### src/rtl/sine_pkg.sv
// Shared constants and types for the quarter-wave sine ROM sequencer.
package sine_pkg;

  localparam int unsigned ROM_DEPTH = 64;
  localparam int unsigned ROM_WIDTH = 8;
  localparam int unsigned ROM_AW    = $clog2(ROM_DEPTH);
  localparam int unsigned ADDRW     = $clog2(4 * ROM_DEPTH);
  localparam int unsigned ACC_W     = 16;
  localparam int unsigned DIV_W     = 16;

  localparam string ROM_FILE = "sine_table_64x8.mem";

  typedef enum logic [1:0] {
    Q0 = 2'd0,
    Q1 = 2'd1,
    Q2 = 2'd2,
    Q3 = 2'd3
  } quad_t;

endpackage : sine_pkg

### src/rtl/sine_rom_seq_tick_div.sv
// Sample-rate divider: emits a tick every div+1 enabled cycles.
module tick_div
  import sine_pkg::*;
(
  input  logic             clk,
  input  logic             rst_n,
  input  logic             en,
  input  logic             clr,
  input  logic [DIV_W-1:0] div,
  output logic             tick_c
);

  logic [DIV_W-1:0] cnt_q, cnt_d;

  // >= so that lowering div mid-count terminates the period at once
  always_comb begin
    tick_c = 1'b0;
    cnt_d  = cnt_q;
    if (clr) begin
      cnt_d = '0;
    end else if (en) begin
      if (cnt_q >= div) begin
        tick_c = 1'b1;
        cnt_d  = '0;
      end else begin
        cnt_d = cnt_q + DIV_W'(1);
      end
    end
  end

  always_ff @(posedge clk or negedge rst_n) begin
    if (!rst_n) cnt_q <= '0;
    else        cnt_q <= cnt_d;
  end

endmodule : tick_div

### src/rtl/sine_rom_seq.sv
// Phase accumulator sequencer for a quarter-wave sine ROM; emits signed
// full-period samples two cycles after each divider tick.
module sine_rom_seq
  import sine_pkg::*;
(
  input  logic                        clk,
  input  logic                        rst_n,
  input  logic                        en,
  input  logic                        clr,
  input  logic [DIV_W-1:0]            div,
  input  logic [ACC_W-1:0]            step,
  output logic [ROM_AW-1:0]           rom_addr,
  input  logic [ROM_WIDTH-1:0]        rom_data,
  output logic signed [ROM_WIDTH:0]   sample,
  output logic                        sample_valid,
  output logic [ADDRW-1:0]            phase,
  output logic                        wrap
);

  logic                      tick_c;
  logic [ACC_W-1:0]          acc_q, acc_d;
  logic [ROM_AW-1:0]         rom_addr_q, rom_addr_d;
  logic                      neg_q, neg_d;
  logic [ADDRW-1:0]          p_q, p_d;
  logic                      fetch_q, fetch_d;
  logic signed [ROM_WIDTH:0] sample_q, sample_d;
  logic                      valid_q, valid_d;
  logic [ADDRW-1:0]          phase_q, phase_d;
  logic                      wrap_q, wrap_d;

  logic [ACC_W:0]            sum_c;
  logic [ADDRW-1:0]          p_c;
  quad_t                     quad_c;
  logic [ROM_AW-1:0]         idx_c;
  logic signed [ROM_WIDTH:0] mag_c;

  tick_div u_tick_div (
    .clk    (clk),
    .rst_n  (rst_n),
    .en     (en),
    .clr    (clr),
    .div    (div),
    .tick_c (tick_c)
  );

  assign sum_c  = {1'b0, acc_q} + {1'b0, step};
  assign p_c    = acc_q[ACC_W-1 -: ADDRW];
  assign quad_c = quad_t'(p_c[ADDRW-1 -: 2]);
  assign idx_c  = p_c[ROM_AW-1:0];
  assign mag_c  = $signed({1'b0, rom_data});

  // Fetch stage launches on tick; output stage completes the previous fetch
  always_comb begin
    acc_d      = acc_q;
    rom_addr_d = rom_addr_q;
    neg_d      = neg_q;
    p_d        = p_q;
    fetch_d    = 1'b0;
    sample_d   = sample_q;
    valid_d    = 1'b0;
    phase_d    = phase_q;
    wrap_d     = 1'b0;
    if (clr) begin
      acc_d = '0;
    end else begin
      if (tick_c) begin
        acc_d   = sum_c[ACC_W-1:0];
        wrap_d  = sum_c[ACC_W];
        fetch_d = 1'b1;
        p_d     = p_c;
        case (quad_c)
          Q0: begin rom_addr_d = idx_c;  neg_d = 1'b0; end
          Q1: begin rom_addr_d = ~idx_c; neg_d = 1'b0; end
          Q2: begin rom_addr_d = idx_c;  neg_d = 1'b1; end
          Q3: begin rom_addr_d = ~idx_c; neg_d = 1'b1; end
          default: begin rom_addr_d = idx_c; neg_d = 1'b0; end
        endcase
      end
      if (fetch_q) begin
        sample_d = neg_q ? -mag_c : mag_c;
        phase_d  = p_q;
        valid_d  = 1'b1;
      end
    end
  end

  always_ff @(posedge clk or negedge rst_n) begin
    if (!rst_n) begin
      acc_q      <= '0;
      rom_addr_q <= '0;
      neg_q      <= 1'b0;
      p_q        <= '0;
      fetch_q    <= 1'b0;
      sample_q   <= '0;
      valid_q    <= 1'b0;
      phase_q    <= '0;
      wrap_q     <= 1'b0;
    end else begin
      acc_q      <= acc_d;
      rom_addr_q <= rom_addr_d;
      neg_q      <= neg_d;
      p_q        <= p_d;
      fetch_q    <= fetch_d;
      sample_q   <= sample_d;
      valid_q    <= valid_d;
      phase_q    <= phase_d;
      wrap_q     <= wrap_d;
    end
  end

  assign rom_addr     = rom_addr_q;
  assign sample       = sample_q;
  assign sample_valid = valid_q;
  assign phase        = phase_q;
  assign wrap         = wrap_q;

endmodule : sine_rom_seq

### config.mk
export PLATFORM = sky130hd
export DESIGN_NAME = sine_rom_seq
export DESIGN_NICKNAME = d
export VERILOG_FILES = /design/src/rtl/sine_pkg.sv /design/src/rtl/sine_rom_seq_tick_div.sv /design/src/rtl/sine_rom_seq.sv
export SDC_FILE = /design/constraint.sdc
export NUM_CORES = 1
export LEC_CHECK = 0
export CAP_MARGIN = 20
export CORE_MARGIN = 4
export CORE_UTILIZATION = 40
export CTS_BUF_LIST = sky130_fd_sc_hd__clkbuf_4 sky130_fd_sc_hd__clkbuf_8 sky130_fd_sc_hd__clkbuf_16
export DETAILED_ROUTE_END_ITERATION = 8
export PLACE_DENSITY = 0.65
export SLEW_MARGIN = 25
export SYNTH_ARGS = -nofsm -noshare
export SYNTH_HDL_FRONTEND = slang
export SYNTH_SLANG_ARGS = --single-unit
### constraint.sdc
create_clock -name clk -period 4.9 [get_ports clk]
set_clock_uncertainty 0.15 [all_clocks]
set_input_delay 1.225 -clock clk [delete_from_list [all_inputs] [get_ports clk]]
set_output_delay 1.225 -clock clk [all_outputs]
set_load 0.05 [all_outputs]
==> reports/results.tsv <==
metric	value	unit
core area	0.00991	mm²
Max IR drop VDD	123	µV
drt drc	0	
Area contributors post-synth	dfrtp_1 (41%), ha_1 (10%), nand2_1 (5.8%)	
I/O pin count	69	
CTS tree	yes	
Worst Path Required	5.03	ns
Sink Count	67	
sequential share of the synthesized area	40.6	%
Setup TNS	0	ns
switching part of the total	24.4	%
IO Port Bufs	68	
HP Class	reg2reg	
synth cell count leaders	dfrtp_1 (67), nand2_1 (64), ha_1 (34)	
Util after Layout	51.7	%
global-route wire length before repair	15400	µm
Final setup viols	0	
# rows	36	
Routed WL per cell	13.9	µm
Logic pwr share	10.5	%
Die X	110	µm
most frequent cell after synthesis	dfrtp_1	
Root Driver	clkbuf_8	
simple-gate share of the synthesized area	15.3	%
Die ar.	0.0120	mm²
hpwl dp	6590	µm
Crit-path slowest cell	clkdlybuf4s50_1	
mapped cell area	0.00413	mm²
final-stage net count	588	
Syn-to-layout area delta	24.0	%
CP bufs+invs	2	
hold slack	0.313	ns
CP top delay family	compound AO/OA/AOI/OAI gates	
Worst path max stage delay	0.46	ns
outcome	finished clean	
Skew-Pair Late Insertion Delay	0.34	ns
Worst-Margin Slew	0.982	ns
Hold Fails Final Rpt	0	
Power Density	213	mW/mm²
Setup CP Type	in2reg	
compound-cell area share of the yosys netlist	20.1	%
Synth cell types	48	
clock buffer depth	2	
setup bufs post-CTS	0	
Post-CTS Resized	0	
grt total ovfl	0	
CP cell instances	clkdlybuf4s50_1, inv_1, ha_1, a211oi_1, nand3_1, a31o_2, a221o_1, a21oi_4, a22o_1	
ratio of cells with drive above 1 in the final layout	5.25	%
die height	110	µm
minimum clock period	3.50	ns
syn nets	519	
largest family of logic cells by synthesized area	compound AO/OA/AOI/OAI gates	
Syn Inst Count	440	
crit start category	input pin	
Ys Warns	0	
antenna-violating nets left	0	
post-synthesis xor/xnor area fraction	4.88	%
clock-pin slew on the worst setup and hold paths	0.07	ns
area share of the leading cell type in the synthesized netlist	40.6	%
Max transition margin	34.3	%
Fillers	937	
dpl cells	631	
Pre-antenna DRT Iters	4	
Num CTS Buffers	9	
final worst slack	1.40	ns
Clock Power Share	38.6	%
ys async rst share	100	%
Avg Synthesized Cell Area	9.38	µm²
critical path arrival	3.62	ns
number of cells on the worst hold path	2	
Initial Util	41.7	%
Crit path depth	9	
post-synthesis mux area share	4.40	%
vias per cell	5.23	
Slew Viols, Final	0	
Yosys top cell by area	dfrtp_1	
Synth Area in Adders	10.8	%
EDFF count, synth	0	
htree depth	3	
All-Layer GR Usage	16.2	%
unrepaired setup endpoints after global routing	false	
LEAKAGE	0.00242	µW
non-filler cells, final	647	
dpl ws	1.05	ns
Initial DRC Count	135	
antenna fix cells	0	
NetSw	267	µW
CP endpoint kind	flip-flop	
maximum number of pins on one net before global-route repair	47	
Synth Register Bits	67	
DR vias	3381	
Synth Flop Type	dfrtp_1	
Max Cap Violations	0	
Final GP Congestion	0.810	
vias in the first global route	3277	
R2R depth	7	
Flop pwr share	50.9	%
CP max FO	17	
hold_buf cts	0	
period utilization	71.3	%
Fmax	286	MHz
initial antenna violation count	0	
Post-Route WL	8990	µm
Int Power	826	µW
==> registers in the layout, summed over array words and instances, names as in the netlist <==
signal,flops
rom_addr,6
phase,8
neg_q,1
sample,9
wrap,1
p_q,8
u_tick_div.cnt_q,16
acc_q,16
sample_valid,1
fetch_q,1
==> worst register-to-register path, delay by kind of cell, from the launching register on <==
kind	cells	cell delay, ns
compound gates	5	1.51
flops	1	0.44
simple gates	1	0.10
fa+ha+maj	1	0.32
==> worst paths after layout <==
kind	start	to	slack [ns]
max in group asynchronous	rst_n	u_tick_div.cnt_q[7]	2.93
hold reg to reg	p_q[2]	phase[2]	0.31
hold / removal	p_q[2]	phase[2]	0.31
setup / recovery	div[4]	acc_q[15]	1.40
min in group asynchronous	rst_n	sample[6]	0.69
setup reg to reg	u_tick_div.cnt_q[4]	acc_q[15]	2.33
==> power groups by stage <==
stage / registers [µW] / clock network, µW / logic, µW
4_1_cts: 557 / 438 / 116
3_3_place_gp: 567 / 0 / 113
6_report: 557 / 422 / 114
2_1_floorplan: 567 / 0 / 54.1
3_5_place_dp: 567 / 0 / 115
5_1_grt: 557 / 466 / 129
==> stage by stage <==
stage	power, µW	area (µm²)
after global routing	1150	5120
after floorplan	621	4130
after global placement	680	4940
after detailed placement	682	4940
after CTS	1110	5120
final	1090	5120
==> routing by layer <==
| layer | track usage (%) | share of wire (%) |
|---|---|---|
| met4 | 3.56 | 0.88 |
| met5 | 0 | 0 |
| met3 | 4.35 | 5.5 |
| met1 | 21.5 | 47 |
| met2 | 26.5 | 46 |
==> layout make-up <==
cell class | count | area [µm²] | area share [%]
Multi-Input combinational cell | 333 | 2290 | 44.7
Inverter | 26 | 97.6 | 1.91
Sequential cell | 67 | 1680 | 32.7
Clock inverter | 4 | 25.0 | 0.489
Clock buffer | 12 | 159 | 3.10
Timing Repair Buffer | 72 | 706 | 13.8
Tap cell | 133 | 166 | 3.25
==> cells in the final DEF, fill, tap and decap left out, types with 4 or more instances in the layout <==
master,n
ha_1,34
xor2_1,9
xnor2_1,14
and3_1,5
mux2_1,9
clkdlybuf4s50_1,67
o21ai_0,13
nor2b_1,4
nand2b_1,6
a211oi_1,5
o211ai_1,4
or3_1,5
a21o_1,9
inv_1,25
nand2_1,64
o21ai_1,20
nor2_1,23
buf_4,4
a22o_1,18
clkbuf_8,11
dfrtp_1,67
mux2i_1,8
a21oi_1,26
nand3_1,15
nand4_1,5
==> cell families after synthesis <==
kind of cell	count (synthesis)
AND/OR/NAND/NOR	138
AO/OA/AOI/OAI	120
flip-flops	67
buffers and inverters	40
adder cells (fa/ha/maj)	35
XOR/XNOR	23
multiplexers	17
Power figures use the tool's default switching activity.
